**src/rtl/imem_boot_loader_pkg.sv**
```systemverilog
// rtl/imem_boot_loader_pkg.sv - shared state encoding and defaults for the IMEM boot loader
package imem_boot_loader_pkg;

   localparam int IMEM_WORDS_DEFAULT = 64;

   typedef enum logic [2:0] {
      ST_IDLE   = 3'd0,
      ST_LOAD   = 3'd1,
      ST_DRAIN  = 3'd2,
      ST_SRESET = 3'd3,
      ST_RUN    = 3'd4
   } boot_state_e;

endpackage

```
**src/rtl/imem_boot_loader_boot_addr_counter.sv**
```systemverilog
// rtl/imem_boot_loader_boot_addr_counter.sv - IMEM word address and loaded-word counter
module boot_addr_counter
   import imem_boot_loader_pkg::*;
#(
   parameter int IMEM_WORDS = IMEM_WORDS_DEFAULT,
   parameter int AW         = 6,
   parameter int CNT_W      = 7
) (
   input  logic             clk,
   input  logic             reset,
   input  logic             clr,
   input  logic             inc,
   output logic [AW-1:0]    addr,
   output logic [CNT_W-1:0] word_count,
   output logic             full
);

   logic [AW-1:0]    addr_q, addr_d;
   logic [CNT_W-1:0] word_count_q, word_count_d;

   assign full       = (addr_q == AW'(IMEM_WORDS - 1));
   assign addr       = addr_q;
   assign word_count = word_count_q;

   // addr saturates on the last slot so it never wraps; word_count still reaches IMEM_WORDS
   always_comb begin
      addr_d       = addr_q;
      word_count_d = word_count_q;
      if (clr) begin
         addr_d       = '0;
         word_count_d = '0;
      end else if (inc) begin
         addr_d       = full ? addr_q : addr_q + AW'(1);
         word_count_d = word_count_q + CNT_W'(1);
      end
   end

   always_ff @(posedge clk) begin
      if (reset) begin
         addr_q       <= '0;
         word_count_q <= '0;
      end else begin
         addr_q       <= addr_d;
         word_count_q <= word_count_d;
      end
   end

endmodule

```
**src/rtl/imem_boot_loader.sv**
```systemverilog
// rtl/imem_boot_loader.sv - streams a program into CPU IMEM, pulses softReset, then enables power
module imem_boot_loader
   import imem_boot_loader_pkg::*;
#(
   parameter int IMEM_WORDS    = IMEM_WORDS_DEFAULT,
   parameter int SRESET_CYCLES = 1,
   parameter int CNT_W         = 7
) (
   input  logic             clk,
   input  logic             reset,
   input  logic             start,
   input  logic             in_valid,
   input  logic [31:0]      in_data,
   input  logic             in_last,
   output logic             in_ready,
   output logic             writeI,
   output logic [31:0]      dataI,
   output logic [31:0]      TPC,
   output logic             softReset,
   output logic             power,
   output logic             busy,
   output logic [CNT_W-1:0] word_count,
   output logic             overflow
);

   localparam int AW = (IMEM_WORDS > 1) ? $clog2(IMEM_WORDS) : 1;
   localparam int SW = (SRESET_CYCLES > 1) ? $clog2(SRESET_CYCLES) : 1;

   boot_state_e   state_q, state_d;
   logic [SW-1:0] srst_cnt_q, srst_cnt_d;
   logic          write_i_q, write_i_d;
   logic [31:0]   data_i_q, data_i_d;
   logic [31:0]   tpc_q, tpc_d;
   logic          soft_reset_q, soft_reset_d;
   logic          power_q, power_d;
   logic          busy_q, busy_d;
   logic          overflow_q, overflow_d;

   logic          accept;
   logic          cnt_clr;
   logic          addr_full;
   logic [AW-1:0] addr;

   assign in_ready = (state_q == ST_LOAD);
   assign accept   = in_ready && in_valid;
   assign cnt_clr  = start && ((state_q == ST_IDLE) || (state_q == ST_RUN));

   boot_addr_counter #(
      .IMEM_WORDS (IMEM_WORDS),
      .AW         (AW),
      .CNT_W      (CNT_W)
   ) u_addr_cnt (
      .clk        (clk),
      .reset      (reset),
      .clr        (cnt_clr),
      .inc        (accept),
      .addr       (addr),
      .word_count (word_count),
      .full       (addr_full)
   );

   always_comb begin
      state_d    = state_q;
      srst_cnt_d = '0;
      write_i_d  = 1'b0;
      data_i_d   = data_i_q;
      tpc_d      = tpc_q;
      overflow_d = overflow_q;
      case (state_q)
         ST_IDLE: begin
            if (start) begin
               state_d    = ST_LOAD;
               overflow_d = 1'b0;
            end
         end
         ST_LOAD: begin
            if (accept) begin
               write_i_d = 1'b1;
               data_i_d  = in_data;
               tpc_d     = 32'(addr) << 2;
               if (in_last) begin
                  state_d = ST_DRAIN;
               end else if (addr_full) begin
                  state_d    = ST_DRAIN;
                  overflow_d = 1'b1;
               end
            end
         end
         ST_DRAIN: state_d = ST_SRESET;
         ST_SRESET: begin
            if (srst_cnt_q == SW'(SRESET_CYCLES - 1)) state_d = ST_RUN;
            else srst_cnt_d = srst_cnt_q + SW'(1);
         end
         ST_RUN: begin
            if (start) begin
               state_d    = ST_LOAD;
               overflow_d = 1'b0;
            end
         end
         default: state_d = ST_IDLE;
      endcase
      // Status outputs follow the state being entered so they line up with state_q next cycle
      soft_reset_d = (state_d == ST_SRESET);
      power_d      = (state_d == ST_RUN);
      busy_d       = (state_d == ST_LOAD) || (state_d == ST_DRAIN) || (state_d == ST_SRESET);
   end

   always_ff @(posedge clk) begin
      if (reset) begin
         state_q      <= ST_IDLE;
         srst_cnt_q   <= '0;
         write_i_q    <= 1'b0;
         data_i_q     <= '0;
         tpc_q        <= '0;
         soft_reset_q <= 1'b0;
         power_q      <= 1'b0;
         busy_q       <= 1'b0;
         overflow_q   <= 1'b0;
      end else begin
         state_q      <= state_d;
         srst_cnt_q   <= srst_cnt_d;
         write_i_q    <= write_i_d;
         data_i_q     <= data_i_d;
         tpc_q        <= tpc_d;
         soft_reset_q <= soft_reset_d;
         power_q      <= power_d;
         busy_q       <= busy_d;
         overflow_q   <= overflow_d;
      end
   end

   assign writeI    = write_i_q;
   assign dataI     = data_i_q;
   assign TPC       = tpc_q;
   assign softReset = soft_reset_q;
   assign power     = power_q;
   assign busy      = busy_q;
   assign overflow  = overflow_q;

endmodule
```
**config.mk**
```make
export PLATFORM = sky130hd
export DESIGN_NAME = imem_boot_loader
export DESIGN_NICKNAME = d
export VERILOG_FILES = /design/src/rtl/imem_boot_loader_pkg.sv /design/src/rtl/imem_boot_loader_boot_addr_counter.sv /design/src/rtl/imem_boot_loader.sv
export SDC_FILE = /design/constraint.sdc
export NUM_CORES = 1
export LEC_CHECK = 0
export BUFFER_PORTS_ARGS = -buffer_cell sky130_fd_sc_hd__clkbuf_2
export CORE_MARGIN = 3
export CORE_UTILIZATION = 35
export DETAILED_ROUTE_END_ITERATION = 8
export GPL_TIMING_DRIVEN = 0
export PLACE_DENSITY_LB_ADDON = 0.3
export SKIP_CTS_REPAIR_TIMING = 1
export SYNTH_ARGS = -nofsm -noshare
export SYNTH_HDL_FRONTEND = slang
export SYNTH_SLANG_ARGS = --single-unit
```
**constraint.sdc**
```tcl
create_clock -name clk -period 1.5 [get_ports clk]
set_input_delay 0.075 -clock clk [delete_from_list [all_inputs] [get_ports clk]]
set_output_delay 0.075 -clock clk [all_outputs]
set_load 0.02 [all_outputs]
```
==> results.tsv <==
stage	metric	value	unit
finish	design area	0.00370	mm2
sta	Period minus WS final	1.42	ns
sta	RSZ-0062 raised after global routing	false	
die	Die Height	90.5	um
cts	cts bufs inserted	9	
placement	GP Congestion	0.795	
die	core area	0.00687	mm2
die	die width	90.5	um
cts	Sink Count	60	
detailed_routing	drt pass-1 iters	4	
yosys	Mean Syn Cell Area	8.48	um2
die	row cnt	30	
yosys	Area contributors post-synth	dfxtp_1 48%, nand2_1 12%, a21oi_1 9.4%	
finish	number of nets in the layout	486	
placement	post-detail-place hpwl	4.14	mm
setup_path	Setup crit start kind	flip-flop	
setup_path	worst r2r src	state_q[2]$_SDFF_PP0_	
yosys	Async SR Flop Fraction	0	%
detailed_routing	via count	2333	
run_status	status	complete, but fails checks	
placement	Post-Place Setup Slack	0.00538	ns
cts	clock transition at the registers of the reported paths	0.07	ns
setup_path	CP Class	flip-flop to output port	
finish	Antenna Cells	0	
sta	setup_tns	0	ns
detailed_routing	DRC viols	0	
detailed_routing	Routed WL per cell	11.1	um
min_path	startpoint of the worst hold path	in_data[14]	
sta	count of final max-slew check failures	0	
finish	commonest non-fill, non-tap cell in the layout	clkbuf_2	
cts	H-tree Lvls	3	
global_routing	Overflow after GRT	0	
die	die area	0.00820	mm2
detailed_routing	final WL	6.07	mm
min_path	HP Class	input pin to flip-flop	
yosys	Cell Area, Synth	0.00250	mm2
global_routing	largest net degree at the start of global routing	11	
setup_path	critical-path maximum fanout	8	
global_routing	first-pass GRT wire length	9.25	mm
yosys	Post-synth EDFFs	0	
finish	Fillers	671	
cts	Clock Latency Late Sink	0.32	ns
detailed_routing	1st-iter DRT viols	66	
power_and_ir_drop	VDD IR max	0.590	mV
run_status	failing checks	hold timing	
yosys	post-synth top area cell	dfxtp_1	
cts	CTS Root Cell	clkbuf_8	
sta	Final Cycle Share	94.9	%
setup_path	CP Data Arrival Time	1.35	ns
yosys	synthesized netlist cell count	295	
die	Ports	114	
finish	layout cell share with drive strength beyond 1	33.6	%
global_routing	vias in the first global route	2008	
setup_path	critical path startpoint	state_q[2]$_SDFF_PP0_	
power_and_ir_drop	cell leakage power	1.68	nW
sta	Final Skew	0.00627	ns
setup_path	endpoint type of the worst setup path	output port	
setup_path	worst path required time	1.42	ns
detailed_routing	vias per cell	4.26	
placement	Cell Area, Placed	0.00315	mm2
yosys	#FFs+latches synth	60	
sta	worst hold margin	-0.0179	ns
sta	f_max	0.703	GHz
finish	Layout area overhead	48.0	%
placement	IO Port Bufs	86	
yosys	Yosys warnings	0	
finish	most frequent cells in the layout	87 x clkbuf_2, 83 x nand2_1, 56 x dfxtp_1	
detailed_routing	DRT antenna net count	0	
cts	clk buf depth	2	
finish	Post-Layout Cell Count	548	
yosys	Unique masters post-synth	42	
global_routing	GRT Total Usage	13.7	%
yosys	predominant post-synthesis flop cell	dfxtp_1	
run	MaxCap Viol Count	0	
sta	Hold Violations, Final	3	
cts	clock tree from TritonCTS	yes	
power_and_ir_drop	Pwr per Cell Area	1030	mW/mm2
sta	final setup vio count	0	
die	initial core utilization	36.4	%
yosys	sequential fraction of the synthesis area	48.0	%
yosys	post-synth top area share	48.0	%
placement	dpl cells	503	
sta	final setup margin	0.0767	ns
global_routing	initial antenna violation count	0	
[cell type report]
type,instances,area (um2),area share (%)
buffer,41,299,8.08
clock buffer,12,145,3.92
clock inverter,4,72.6,1.96
inverter,3,12.5,0.338
multi-input combinational,217,1120,30.3
sequential,60,1210,32.7
tap,96,120,3.25
timing repair buffer,115,721,19.5
[power breakdown]
group | switching [mW] | total (mW) | internal (mW)
registers | 0.0315 | 1.68 | 1.65
logic | 0.312 | 0.556 | 0.244
clock network | 0.583 | 1.56 | 0.979
total | 0.926 | 3.80 | 2.87
[metrics by stage]
stage	util (%)	power [mW]
final	53.9	3.80
after global placement	45.8	2.19
after floorplan	-	2.05
after detailed placement	45.8	2.19
after global routing	53.9	3.99
after CTS	49.0	3.78
[state kept, by name, summed over array words and instances, names as in the netlist]
name and cells:
softReset 1, srst_cnt_q 1, writeI 1, overflow 1
busy 1, u_addr_cnt.word_count 7, dataI 32, state_q 3
TPC 6, power 1, u_addr_cnt.addr 6
[metal layers]
layer  share of wire [%]  wire (um)  vias to the layer above  global-route usage [%]
li1                    -          -                     1230                       -
met1                  43       2590                     1018                    17.2
met2                  50       3010                       81                    21.2
met3                 7.1        431                        4                    4.83
met4                0.45         27                        0                    6.25
met5                   0          0                        -                       0
[logic make-up after synthesis]
logic type,after synthesis,synth area share (%)
AO/OA/AOI/OAI,60,14.3
XOR/XNOR,7,2.45
adder cells (fa/ha/maj),2,1.00
buffers and inverters,44,11.6
flip-flops,60,48.0
other,1,0.150
AND/OR/NAND/NOR,121,22.6
[worst max-delay path, cell delays in order, from the launching register on]
cell and delay, ns:
dfxtp_2 0.37, or3b_4 0.42, clkinv_2 0.08, clkbuf_2 0.16
[synthesized netlist by cell type (all sizes together), types with 2 or more instances]
| cell | n |
|---|---|
| buf | 35 |
| a21oi | 47 |
| nand4 | 4 |
| a211oi | 2 |
| ha | 2 |
| nor2b | 2 |
| and3 | 4 |
| clkbuf | 6 |
| a221oi | 2 |
| nor2 | 13 |
| xor2 | 6 |
| nand3 | 3 |
| nand2b | 3 |
| inv | 2 |
| o21ai | 2 |
| dfxtp | 60 |
| nand2 | 84 |
[worst paths after layout]
kind | end | slack [ns] | cells past startpoint
hold / removal | dataI[14]$_SDFFE_PP0P_ | -0.02 | 3
hold reg to reg | dataI[0]$_SDFFE_PP0P_ | 0.45 | 2
setup / recovery | in_ready | 0.08 | 3
setup reg to reg | dataI[18]$_SDFFE_PP0P_ | 0.11 | 6
Power figures use the tool's default switching activity.
